--- config.mk ---
export PLATFORM = sky130hd
export DESIGN_NAME = fifo_wr_arbiter
export DESIGN_NICKNAME = d
export VERILOG_FILES = /design/src/rtl/fifo_arb_pkg.sv /design/src/rtl/rr_pick.sv /design/src/rtl/fifo_wr_arbiter.sv
export SDC_FILE = /design/constraint.sdc
export NUM_CORES = 1
export LEC_CHECK = 0
export CAP_MARGIN = 0
export CORE_MARGIN = 2
export CORE_UTILIZATION = 25
export CTS_CLUSTER_DIAMETER = 40
export CTS_CLUSTER_SIZE = 12
export DETAILED_ROUTE_END_ITERATION = 16
export GPL_ROUTABILITY_DRIVEN = 0
export PLACE_DENSITY = 0.6
export SKIP_LAST_GASP = 1
export SLEW_MARGIN = 10
export SYNTH_ARGS = -nofsm -noshare
export SYNTH_HDL_FRONTEND = slang
export SYNTH_SLANG_ARGS = --single-unit
--- constraint.sdc ---
create_clock -name clk -period 2.1 [get_ports clk]
set_clock_uncertainty 0.15 [all_clocks]
set_input_delay 0.42 -clock clk [delete_from_list [all_inputs] [get_ports clk]]
set_output_delay 0.42 -clock clk [all_outputs]
set_load 0.02 [all_outputs]
--- src/rtl/fifo_arb_pkg.sv ---
`default_nettype none
// ============================================================================
// Module      : fifo_arb_pkg
// Description : Shared state encoding and default sizing for the FIFO write
//               arbiter.
// Revision    : 1.0 - initial release
// ============================================================================
package fifo_arb_pkg;

    localparam int c_DEF_NUM_REQ   = 4;
    localparam int c_DEF_DATA_W    = 8;
    localparam int c_DEF_MAX_BURST = 4;

    typedef logic [0:0] state_t;

    localparam state_t c_ST_IDLE  = 1'b0;
    localparam state_t c_ST_BURST = 1'b1;

    // Index width that never collapses to zero bits for a count of one.
    function automatic int idx_width(input int n);
        return (n > 1) ? $clog2(n) : 1;
    endfunction

endpackage : fifo_arb_pkg
`default_nettype wire

--- src/rtl/rr_pick.sv ---
`default_nettype none
// ============================================================================
// Module      : rr_pick
// Description : Combinational round-robin picker; first asserted request at
//               or above rr_ptr, wrapping modulo NUM_REQ.
// Revision    : 1.0 - initial release
// ============================================================================
module rr_pick #(
    parameter int NUM_REQ = 4,
    parameter int PTR_W   = 2
) (
    input  logic [NUM_REQ-1:0] req,
    input  logic [PTR_W-1:0]   rr_ptr,
    output logic               any,
    output logic [PTR_W-1:0]   idx
);

    localparam int c_CAND_W = PTR_W + 1;
    localparam logic [c_CAND_W-1:0] c_NUM = c_CAND_W'(NUM_REQ);

    logic [c_CAND_W-1:0] w_cand;
    logic                w_found;
    logic [PTR_W-1:0]    w_idx;

    // rr_ptr is always below NUM_REQ, so one conditional subtract wraps it.
    always_comb begin
        w_found = 1'b0;
        w_idx   = '0;
        w_cand  = '0;
        for (int k = 0; k < NUM_REQ; k++) begin
            w_cand = {1'b0, rr_ptr} + c_CAND_W'(k);
            if (w_cand >= c_NUM) begin
                w_cand = w_cand - c_NUM;
            end
            if (!w_found && req[w_cand[PTR_W-1:0]]) begin
                w_found = 1'b1;
                w_idx   = w_cand[PTR_W-1:0];
            end
        end
    end

    assign any = w_found;
    assign idx = w_idx;

endmodule : rr_pick
`default_nettype wire

--- src/rtl/fifo_wr_arbiter.sv ---
`default_nettype none
// ============================================================================
// Module      : fifo_wr_arbiter
// Description : Round-robin, burst-bounded arbiter sharing one FIFO write
//               port among NUM_REQ valid/ack producers.
// Revision    : 1.0 - initial release
// ============================================================================
module fifo_wr_arbiter
    import fifo_arb_pkg::*;
#(
    parameter int NUM_REQ   = c_DEF_NUM_REQ,
    parameter int DATA_W    = c_DEF_DATA_W,
    parameter int MAX_BURST = c_DEF_MAX_BURST
) (
    input  logic                      clk,
    input  logic                      rst,
    input  logic [NUM_REQ-1:0]        req,
    input  logic [NUM_REQ*DATA_W-1:0] req_data,
    output logic [NUM_REQ-1:0]        ack,
    output logic [NUM_REQ-1:0]        gnt,
    output logic                      fifo_wr_en,
    output logic [DATA_W-1:0]         fifo_data_in,
    input  logic                      fifo_full
);

    localparam int c_PTR_W = idx_width(NUM_REQ);
    localparam int c_CNT_W = idx_width(MAX_BURST);
    localparam logic [c_PTR_W-1:0] c_LAST_REQ  = c_PTR_W'(NUM_REQ - 1);
    localparam logic [c_CNT_W-1:0] c_LAST_BEAT = c_CNT_W'(MAX_BURST - 1);

    state_t               r_state;
    logic [c_PTR_W-1:0]   r_owner;
    logic [c_PTR_W-1:0]   r_rr_ptr;
    logic [c_CNT_W-1:0]   r_beat_cnt;

    logic                 w_any;
    logic [c_PTR_W-1:0]   w_pick;
    logic [DATA_W-1:0]    w_lane [NUM_REQ];
    logic [NUM_REQ-1:0]   w_owner_oh;
    logic [DATA_W-1:0]    w_owner_data;
    logic                 w_in_burst;
    logic                 w_owner_req;
    logic                 w_write;
    logic                 w_last_beat;
    logic                 w_burst_end;
    logic [c_PTR_W-1:0]   w_next_ptr;

    rr_pick #(
        .NUM_REQ (NUM_REQ),
        .PTR_W   (c_PTR_W)
    ) u_rr_pick (
        .req    (req),
        .rr_ptr (r_rr_ptr),
        .any    (w_any),
        .idx    (w_pick)
    );

    generate
        for (genvar gi = 0; gi < NUM_REQ; gi++) begin : g_lane
            assign w_lane[gi] = req_data[gi*DATA_W +: DATA_W];
        end
    endgenerate

    always_comb begin
        w_owner_oh   = '0;
        w_owner_data = '0;
        for (int i = 0; i < NUM_REQ; i++) begin
            if (r_owner == c_PTR_W'(i)) begin
                w_owner_oh[i] = 1'b1;
                w_owner_data  = w_lane[i];
            end
        end
    end

    // A dropped request ends the burst even while the FIFO is full.
    assign w_in_burst  = (r_state == c_ST_BURST);
    assign w_owner_req = |(req & w_owner_oh);
    assign w_write     = w_in_burst & w_owner_req & ~fifo_full;
    assign w_last_beat = (r_beat_cnt == c_LAST_BEAT);
    assign w_burst_end = w_in_burst & (~w_owner_req | (w_write & w_last_beat));
    assign w_next_ptr  = (r_owner == c_LAST_REQ) ? '0 : r_owner + 1'b1;

    assign gnt          = w_in_burst ? w_owner_oh : '0;
    assign ack          = w_write ? w_owner_oh : '0;
    assign fifo_wr_en   = w_write;
    assign fifo_data_in = w_write ? w_owner_data : '0;

    always_ff @(posedge clk) begin
        if (rst) begin
            r_state    <= c_ST_IDLE;
            r_owner    <= '0;
            r_rr_ptr   <= '0;
            r_beat_cnt <= '0;
        end else begin
            case (r_state)
                c_ST_IDLE: begin
                    if (w_any) begin
                        r_owner    <= w_pick;
                        r_beat_cnt <= '0;
                        r_state    <= c_ST_BURST;
                    end
                end
                default: begin
                    if (w_write) begin
                        r_beat_cnt <= r_beat_cnt + 1'b1;
                    end
                    if (w_burst_end) begin
                        r_state  <= c_ST_IDLE;
                        r_rr_ptr <= w_next_ptr;
                    end
                end
            endcase
        end
    end

endmodule : fifo_wr_arbiter
`default_nettype wire

==> impl_metrics.csv, run 1 <==
group,metric,value,unit
synthesis,synth_fa_ha_area_share,7.32,%
synthesis,synth_simple_gate_area_share,25.0,%
grt,grt_pass1_wl,5.41,mm
worst_setup_path,endpoint,"fifo_data_in[1]",
synthesis,netlist_area,855,um^2
worst_setup_path,start_kind,"flip-flop",
synthesis,yosys-top-cells-area,"dfxtp_1 16%, a21oi_1 12%, a22oi_1 7.9%",
routing,wl,3.25,mm
die,die_x,62.5,um
sta,finalSetupViolations,13,
die,ioPinCount,56,
worst_setup_path,ff2ff_path_depth,8,
layout,diodes,0,
worst_setup_path,reg2reg_slack,100,ps
die,die_area,3900,um^2
worst_setup_path,critPathKind,"flip-flop to primary output",
clocking,cts_tree,"yes",
sta,maxSlewViolCount,0,
die,die_h,62.5,um
layout,nNetsFinal,244,
worst_hold_path,hold_path_class,"flip-flop to flip-flop",
synthesis,synth_edf_count,0,
sta,slew-limit-headroom,77.9,%
power_and_ir_drop,peakVddDrop,0.000349,V
synthesis,synth_compound_area_share,35.9,%
worst_setup_path,crit_top_cell,"buf_6",
synthesis,ys.flop_type,"dfxtp_1",
sta,grt_setup_unrepaired,"true",
routing,wl_per_cell,13.3,um
synthesis,synthMuxAreaShare,2.49,%
clocking,cts-buffers-inserted,3,
synthesis,ys_ff_latch,7,
placement,hpwlAfterDp,2.39,mm
routing,drc_errors,0,
synthesis,syn-num-nets,176,
worst_setup_path,critPathMaxFanout,6,
worst_setup_path,r2r_end,"r_beat_cnt[0]",
run_status,violations,"negative setup slack",
synthesis,yosysMostFrequentCell,"a21oi_1",
layout,areaGrowthSynthToFinish,106,%
worst_setup_path,worstPathArrival,1670,ps
synthesis,avgSynthCellArea,6.47,um^2
worst_setup_path,required,1530,ps
routing,final_antenna_net_count,0,
grt,grt_max_degree,20,
sta,max_freq,0.446,GHz
power_and_ir_drop,p_leak,0.732,nW
die,core_area,3310,um^2
sta,worst_pin_slew,331,ps
worst_setup_path,crit_slowest_cell,"dfxtp_4",
sta,fin_ws,-140,ps
grt,grt_antenna_before_repair,0,
synthesis,synth_top_family_by_area,"compound AO/OA/AOI/OAI gates",
worst_setup_path,cp-end-kind,"primary output",
worst_setup_path,cp_cell_sequence,"inv_4 > ha_4 > a22oi_2 > a211o_1 > buf_6 > nor2_4 > buf_6",
sta,fin_crit_sh,107,%
clocking,clock-sinks,7,
grt,grt_pass1_vias,1157,
flow_run,cap_violations,0,
clocking,clk_pin_slew,60,ps
routing,drt-pass1-iter-count,4,
clocking,clockBufferDepth,2,
clocking,clk_latency,250,ps
grt,overflow,0,
synthesis,synthArstFlopShare,0,%
synthesis,synth_commonest_cells,"21 x a21oi_1, 15 x inv_1, 12 x nor2_1, 12 x o21ai_0, 10 x nand2_1",
clocking,cts_root_buf,"clkbuf_4",
worst_setup_path,startpoint,"r_owner[0]",
synthesis,yosys_warnings,0,
synthesis,synth_top_area_cell,"dfxtp_1",
grt,grt_usage,16.6,%
run_status,status,"finished with violations",
die,rows,21,
power_and_ir_drop,p_per_area,428,nW/um^2
synthesis,yosysUniqueCellTypes,29,
routing,drt_iter0_drc,29,
worst_setup_path,cpPeakStageDelay,370,ps
synthesis,synth_seq_area_share,16.4,%
sta,hold_viol,0,
sta,fin_worst_hold_slack,349,ps
clocking,htree_levels,1,
sta,period_minus_slack,2240,ps
placement,placed_area,1520,um^2
routing,vias_per_cell,4.76,
worst_setup_path,worstReg2RegStart,"r_owner[0]",
placement,portBuffers,55,
synthesis,syn_inst,132,
die,initial_utilization,25.8,%
layout,drive_above_1_share,34.2,%
layout,final_area,1760,um^2
synthesis,synth_xor_area_share,0,%
routing,num_vias,1165,
synthesis,synth_top_area_share,16.4,%
## logic make-up after synthesis
family / Yosys count
AO/OA/AOI/OAI: 50
AND/OR/NAND/NOR: 42
buffers and inverters: 26
flip-flops: 7
adder cells (fa/ha/maj): 5
multiplexers: 2
## timing repair
item | 4_1_cts | 5_1_grt
pin swaps | 12 | 9
hold buffers | 0 | 0
gates resized for setup | 124 | 19
setup endpoints to repair | 17 | 17
setup buffers | 3 | 1
## layout by cell type (no fill, tap or decap), types with 2 or more instances in the layout
cell             synthesis  layout
a22oi_2                  1       8
inv_2                    1       2
clkbuf_4                 0       3
dfxtp_1                  7       5
a21oi_1                 21      20
nand2_1                 10      10
buf_4                    3      12
a311oi_1                 2       2
dfxtp_4                  0       2
nor2_1                  12       4
and2_4                   0       4
buf_6                    0      19
nand3b_1                 2       2
o21ai_0                 12       8
clkdlybuf4s50_1          0      34
a221oi_1                 2       2
ha_1                     5       2
nand2b_1                 3       3
dlygate4sd2_1            0       5
nor2_4                   0       8
a22oi_1                  9       2
clkdlybuf4s15_1          0       2
o21ai_1                  0       4
nor3_1                   2       2
and2_1                   9       5
ha_4                     0       3
inv_1                   15      12
inv_4                    0       2
## power breakdown
part | internal, mW | leakage (nW) | switching [mW]
clock network | 0.0697 | 0.0177 | 0.0521
logic | 0.237 | 0.656 | 0.232
registers | 0.146 | 0.0587 | 0.0172
## through the flow
stage / setup TNS, ps / setup WS [ps] / std cells / total power, mW / util, %
CTS: -1870 / -160 / 244 / 0.728 / 51.3
global route: -2780 / -237 / 245 / 0.806 / 53.2
finish: -1590 / -140 / 245 / 0.754 / 53.2
detailed placement: -9350 / -731 / 237 / 0.539 / 45.8
global placement: -8820 / -702 / 237 / 0.527 / 45.8
floorplan: 0 / 1.06 / 132 / 0.362 / -
## critical path, delay by kind of cell (launching register included)
family	cells	cell delay, ps
AO/OA/AOI/OAI	2	440
buffers and inverters	3	380
AND/OR/NAND/NOR	1	90
adder cells (fa/ha/maj)	1	140
flip-flops	1	370
## registers in the layout, summed over array words and instances, names as in the netlist
| name | count |
|---|---|
| r_owner | 2 |
| r_state | 1 |
| r_beat_cnt | 2 |
| r_rr_ptr | 2 |
## metal layers
| metal | wire length, um | GRT usage, % | up-vias |
|---|---|---|---|
| met4 | 18 | 4.44 | 0 |
| met5 | 0 | 0 | - |
| met3 | 163 | 2.88 | 2 |
| met1 | 1460 | 20.5 | 533 |
| met2 | 1610 | 29.4 | 38 |
| li1 | - | - | 592 |
## area by class of cell
| type | count | area [um^2] |
|---|---|---|
| clock buffer | 3 | 22.5 |
| clock inverter | 1 | 5.00 |
| fill | 326 | 1550 |
| inverter | 16 | 65.1 |
| multi-input combinational | 99 | 751 |
| sequential | 7 | 148 |
| tap | 46 | 57.6 |
| timing repair buffer | 73 | 713 |
## worst min path at each step
stage	end	depth (start not counted)	from	slack (ps)
floorplan	r_beat_cnt[1]	2	r_beat_cnt[1]	310
global placement	r_beat_cnt[1]	2	r_beat_cnt[1]	330
detailed placement	r_beat_cnt[1]	2	r_beat_cnt[1]	350
CTS	r_beat_cnt[1]	2	r_beat_cnt[1]	350
global route	r_beat_cnt[1]	2	r_beat_cnt[1]	380
finish	r_beat_cnt[1]	2	r_beat_cnt[1]	350
(Power assumes the default switching activity.)
==> run 2, diff against run 1 <==
--- a/config.mk
+++ b/config.mk
@@ -6,9 +6,10 @@
 export NUM_CORES = 1
 export LEC_CHECK = 0
 export CAP_MARGIN = 0
+export CORE_ASPECT_RATIO = 1.25
 export CORE_MARGIN = 2
 export CORE_UTILIZATION = 25
-export CTS_CLUSTER_DIAMETER = 40
+export CTS_CLUSTER_DIAMETER = 100
 export CTS_CLUSTER_SIZE = 12
 export DETAILED_ROUTE_END_ITERATION = 16
 export GPL_ROUTABILITY_DRIVEN = 0
==> impl_metrics.csv, run 2 (synthesis results as in run 1) <==
group,metric,value,unit
die,rows,23,
grt,grt_usage,17.0,%
sta,fin_ws,-154,ps
worst_setup_path,r2r_end,"r_beat_cnt[0]",
grt,grt_pass1_vias,1218,
die,initial_utilization,26.3,%
clocking,clk_latency,240,ps
worst_setup_path,critPathKind,"flip-flop to primary output",
sta,period_minus_slack,2250,ps
die,die_area,3900,um^2
clocking,cts-buffers-inserted,3,
grt,grt_antenna_before_repair,0,
sta,finalSetupViolations,13,
worst_setup_path,start_kind,"flip-flop",
power_and_ir_drop,peakVddDrop,0.000458,V
worst_setup_path,worstPathArrival,1680,ps
worst_hold_path,hold_path_class,"flip-flop to flip-flop",
grt,overflow,0,
worst_setup_path,endpoint,"fifo_data_in[7]",
worst_setup_path,crit_top_cell,"buf_6",
sta,hold_viol,0,
sta,fin_worst_hold_slack,357,ps
layout,drive_above_1_share,35.0,%
worst_setup_path,startpoint,"r_owner[0]",
die,die_x,56.3,um
power_and_ir_drop,p_leak,0.757,nW
clocking,clk_pin_slew,50,ps
flow_run,cap_violations,0,
layout,nNetsFinal,245,
worst_setup_path,required,1530,ps
worst_setup_path,critPathMaxFanout,5,
die,core_area,3250,um^2
clocking,clock-sinks,7,
power_and_ir_drop,p_per_area,476,nW/um^2
worst_setup_path,worst-path-buf-inv,3,
worst_setup_path,cp-end-kind,"primary output",
grt,grt_pass1_wl,5.42,mm
routing,drt_iter0_drc,54,
routing,num_vias,1201,
worst_setup_path,worstReg2RegStart,"r_owner[0]",
layout,layout_commonest_cell,"clkdlybuf4s50_1",
grt,grt_max_degree,20,
sta,grt_setup_unrepaired,"true",
layout,diodes,0,
placement,placed_cells,231,
clocking,clockBufferDepth,2,
clocking,cts_tree,"yes",
routing,drc_errors,0,
routing,vias_per_cell,5.07,
worst_setup_path,ff2ff_path_depth,8,
layout,final_util,55.5,%
sta,slew-limit-headroom,79.7,%
placement,portBuffers,55,
worst_hold_path,whs_path_depth,2,
run_status,status,"finished with violations",
sta,fin_crit_sh,107,%
die,ioPinCount,56,
routing,wl_per_cell,14.9,um
sta,maxSlewViolCount,0,
layout,final_cell_mix,"34 x clkdlybuf4s50_1, 19 x a21oi_1, 19 x buf_6, 12 x inv_1, 12 x buf_4",
layout,areaGrowthSynthToFinish,111,%
clocking,cts_root_buf,"clkbuf_8",
layout,stdcell_count,237,
worst_setup_path,crit_slowest_cell,"dfxtp_4",
die,die_h,69.4,um
worst_setup_path,cpPeakStageDelay,370,ps
sta,worst_pin_slew,304,ps
routing,drt-pass1-iter-count,4,
worst_setup_path,crit_family,"compound AO/OA/AOI/OAI gates",
worst_setup_path,cp_cell_sequence,"inv_4 > ha_4 > a22oi_2 > a211o_1 > buf_6 > nor2_4 > buf_6",
layout,top_regs,"r_beat_cnt x2, r_owner x2, r_rr_ptr x2",
worst_setup_path,reg2reg_slack,60,ps
routing,wl,3.52,mm
routing,final_antenna_net_count,0,
sta,max_freq,0.444,GHz
worst_setup_path,path_depth,7,
clocking,htree_levels,1,
placement,hpwlAfterDp,2.38,mm
run_status,violations,"negative setup slack",
## run 2: changes by cell type in the layout (fill, tap and decap cells not counted), sizes merged
cell           delta
buf               +1
clkbuf            -1
clkdlybuf4s15     -1
dlygate4sd2       +2
## run 2: through the flow
step | setup TNS (ps) | total power, mW | worst slack (ps) | cell area, um^2
3_3_place_gp | -9080 | 0.538 | -693 | 1530
4_1_cts | -1680 | 0.769 | -149 | 1630
2_1_floorplan | 0 | 0.362 | 1.06 | 855
3_5_place_dp | -9340 | 0.548 | -715 | 1530
5_1_grt | -2530 | 0.911 | -215 | 1810
6_report | -1690 | 0.860 | -154 | 1810
## run 2: area by class of cell
cell class	count	area, um^2
Multi-Input combinational cell	99	764
Clock buffer	3	41.3
Clock inverter	1	5.00
Inverter	16	65.1
Timing Repair Buffer	74	736
Sequential cell	7	148
Tap cell	37	46.3
Fill cell	317	1450
## run 2: worst min path at each step
stage                        startpoint            end  slack [ps]
after floorplan           r_beat_cnt[1]  r_beat_cnt[1]         310
after global placement    r_beat_cnt[1]  r_beat_cnt[1]         330
after detailed placement  r_beat_cnt[1]  r_beat_cnt[1]         330
after CTS                 r_beat_cnt[1]  r_beat_cnt[1]         350
after global routing      r_beat_cnt[1]  r_beat_cnt[1]         390
final                     r_beat_cnt[0]  r_beat_cnt[0]         360
## run 2: routing by layer
metal / track usage (%) / wire length (um)
met1: 19.5 / 1410
met2: 30.5 / 1810
met3: 2.80 / 188
met4: 7.14 / 111
met5: 0 / 0
## run 2: power by group
group	leakage [nW]	total, mW	internal, mW	switching [mW]
registers	0.0587	0.165	0.147	0.0186
clock network	0.0255	0.201	0.130	0.0714
logic	0.672	0.493	0.252	0.241
## run 2: repair_timing
item                       4_1_cts  5_1_grt
hold buffers                     0        0
gates resized for setup        101       45
setup endpoints to repair       17       16
setup buffers                    1        1
pin swaps                        1       19
gates cloned                     1        0
## run 2: tightest hold or removal path, delay by kind of cell, from the launching register on
| kind | cells | cell delay, ps |
|---|---|---|
| and+or+nand+nor | 1 | 80 |
| AOI/OAI and AO/OA | 1 | 60 |
| DFF | 1 | 320 |
==> run 3, diff against run 2 <==
--- a/config.mk
+++ b/config.mk
@@ -13,7 +13,8 @@
 export CTS_CLUSTER_SIZE = 12
 export DETAILED_ROUTE_END_ITERATION = 16
 export GPL_ROUTABILITY_DRIVEN = 0
-export PLACE_DENSITY = 0.6
+export PLACE_DENSITY = 0.7
+export REMOVE_ABC_BUFFERS = 1
 export SKIP_LAST_GASP = 1
 export SLEW_MARGIN = 10
 export SYNTH_ARGS = -nofsm -noshare
==> impl_metrics.csv, run 3 (synthesis results as in run 1) <==
group,metric,value,unit
run_status,violations,"negative setup slack",
clocking,htree_levels,1,
placement,placed_cells,228,
clocking,clockBufferDepth,2,
worst_setup_path,critPathMaxFanout,5,
worst_hold_path,whs_path_depth,2,
worst_setup_path,crit_slowest_cell,"dfxtp_4",
clocking,cts_hold_buf,0,
die,initial_utilization,26.3,%
sta,slew-limit-headroom,80.5,%
routing,num_vias,1146,
worst_setup_path,worst-path-buf-inv,3,
layout,areaGrowthSynthToFinish,110,%
sta,fin_ws,-142,ps
placement,hpwlAfterDp,2.14,mm
routing,drt-pass1-iter-count,4,
sta,max_freq,0.446,GHz
layout,diodes,0,
worst_setup_path,worstPathArrival,1670,ps
worst_setup_path,cpPeakStageDelay,380,ps
grt,overflow,0,
placement,portBuffers,55,
power_and_ir_drop,p_leak,0.741,nW
die,die_h,69.4,um
sta,grt_setup_unrepaired,"true",
routing,wl,3.06,mm
layout,nNetsFinal,243,
clocking,clock-sinks,7,
power_and_ir_drop,p_per_area,464,nW/um^2
routing,drt_iter0_drc,38,
worst_setup_path,required,1530,ps
die,ioPinCount,56,
routing,vias_per_cell,4.88,
worst_setup_path,start_kind,"flip-flop",
layout,stdcell_count,235,
worst_setup_path,cp-end-kind,"primary output",
routing,final_antenna_net_count,0,
die,core_area,3250,um^2
clocking,cts_tree,"yes",
routing,wl_per_cell,13.0,um
die,die_x,56.3,um
sta,finalSetupViolations,13,
sta,maxSlewViolCount,0,
sta,period_minus_slack,2240,ps
worst_hold_path,hold_path_class,"flip-flop to flip-flop",
flow_run,cap_violations,0,
routing,drc_errors,0,
die,die_area,3900,um^2
grt,grt_usage,16.0,%
worst_setup_path,critPathKind,"flip-flop to primary output",
layout,layout_commonest_cell,"clkdlybuf4s50_1",
power_and_ir_drop,power,0.832,mW
layout,top_regs,"r_beat_cnt x2, r_owner x2, r_rr_ptr x2",
layout,drive_above_1_share,33.8,%
clocking,clk_pin_slew,40,ps
worst_setup_path,cp_cell_sequence,"buf_6 > ha_4 > a22oi_2 > a211o_1 > buf_6 > nor2_4 > buf_6",
power_and_ir_drop,peakVddDrop,0.000414,V
sta,worst_pin_slew,292,ps
layout,final_cell_mix,"34 x clkdlybuf4s50_1, 21 x buf_6, 20 x a21oi_1, 12 x inv_1, 10 x nand2_1",
worst_setup_path,crit_top_cell,"buf_6",
clocking,cts-buffers-inserted,3,
grt,grt_max_degree,20,
layout,final_util,55.1,%
clocking,cts_root_buf,"clkbuf_8",
run_status,status,"finished with violations",
clocking,clk_latency,220,ps
die,rows,23,
grt,grt_pass1_wl,5.13,mm
grt,grt_antenna_before_repair,0,
placement,place_ws,-709,ps
sta,fin_crit_sh,107,%
worst_setup_path,path_depth,7,
worst_setup_path,ff2ff_path_depth,8,
worst_setup_path,crit_family,"compound AO/OA/AOI/OAI gates",
sta,hold_viol,0,
grt,grt_pass1_vias,1116,
-- run 3: what timing repair did --
action / CTS / global route
buffers inserted: 3 / 0
gates cloned: 1 / 0
gates resized for setup: 134 / 18
endpoints found under the setup margin: 17 / 15
pin swaps: 11 / 8
-- run 3: final timing paths --
| check | from | end | slack [ps] |
|---|---|---|---|
| setup / recovery | r_owner[1] | fifo_data_in[1] | -140 |
| hold / removal | r_beat_cnt[1] | r_beat_cnt[1] | 340 |
| setup reg to reg | r_owner[1] | r_beat_cnt[0] | 90 |
| hold reg to reg | r_beat_cnt[1] | r_beat_cnt[1] | 340 |
-- run 3: final cells by class --
class                           instances  area, um^2
Sequential cell                         7         148
Tap cell                               37        46.3
Clock buffer                            4        45.0
Timing Repair Buffer                   72         723
Multi-Input combinational cell         99         766
Inverter                               16        65.1
Fill cell                             301        1460
-- run 3: metal layers --
| metal | up-vias | wire, um | GRT usage (%) |
|---|---|---|---|
| met4 | 0 | 16 | 3.17 |
| met2 | 39 | 1580 | 29.0 |
| met3 | 3 | 114 | 2.05 |
| li1 | 589 | - | - |
| met1 | 515 | 1340 | 19.8 |
| met5 | - | 0 | 0 |
-- run 3: tightest hold or removal path, delay by kind of cell (launching register included) --
kind / cells / cell delay [ps]
flip-flops: 1 / 300
AND/OR/NAND/NOR: 1 / 80
AO/OA/AOI/OAI: 1 / 60
-- run 3: stage by stage --
| stage | hold slack [ps] | setup TNS, ps | cell area (um^2) |
|---|---|---|---|
| finish | 339 | -1440 | 1790 |
| global route | 387 | -2270 | 1790 |
| CTS | 339 | -1540 | 1750 |
| detailed placement | 331 | -9130 | 1510 |
| global placement | 324 | -9100 | 1510 |
| floorplan | 308 | -3260 | 805 |
-- run 3: power by group --
group	total [mW]	switching, mW	internal, mW	leakage, nW
Sequential	0.166	0.0192	0.147	0.0587
Clock	0.190	0.0582	0.131	0.0228
Combinational	0.477	0.228	0.248	0.659
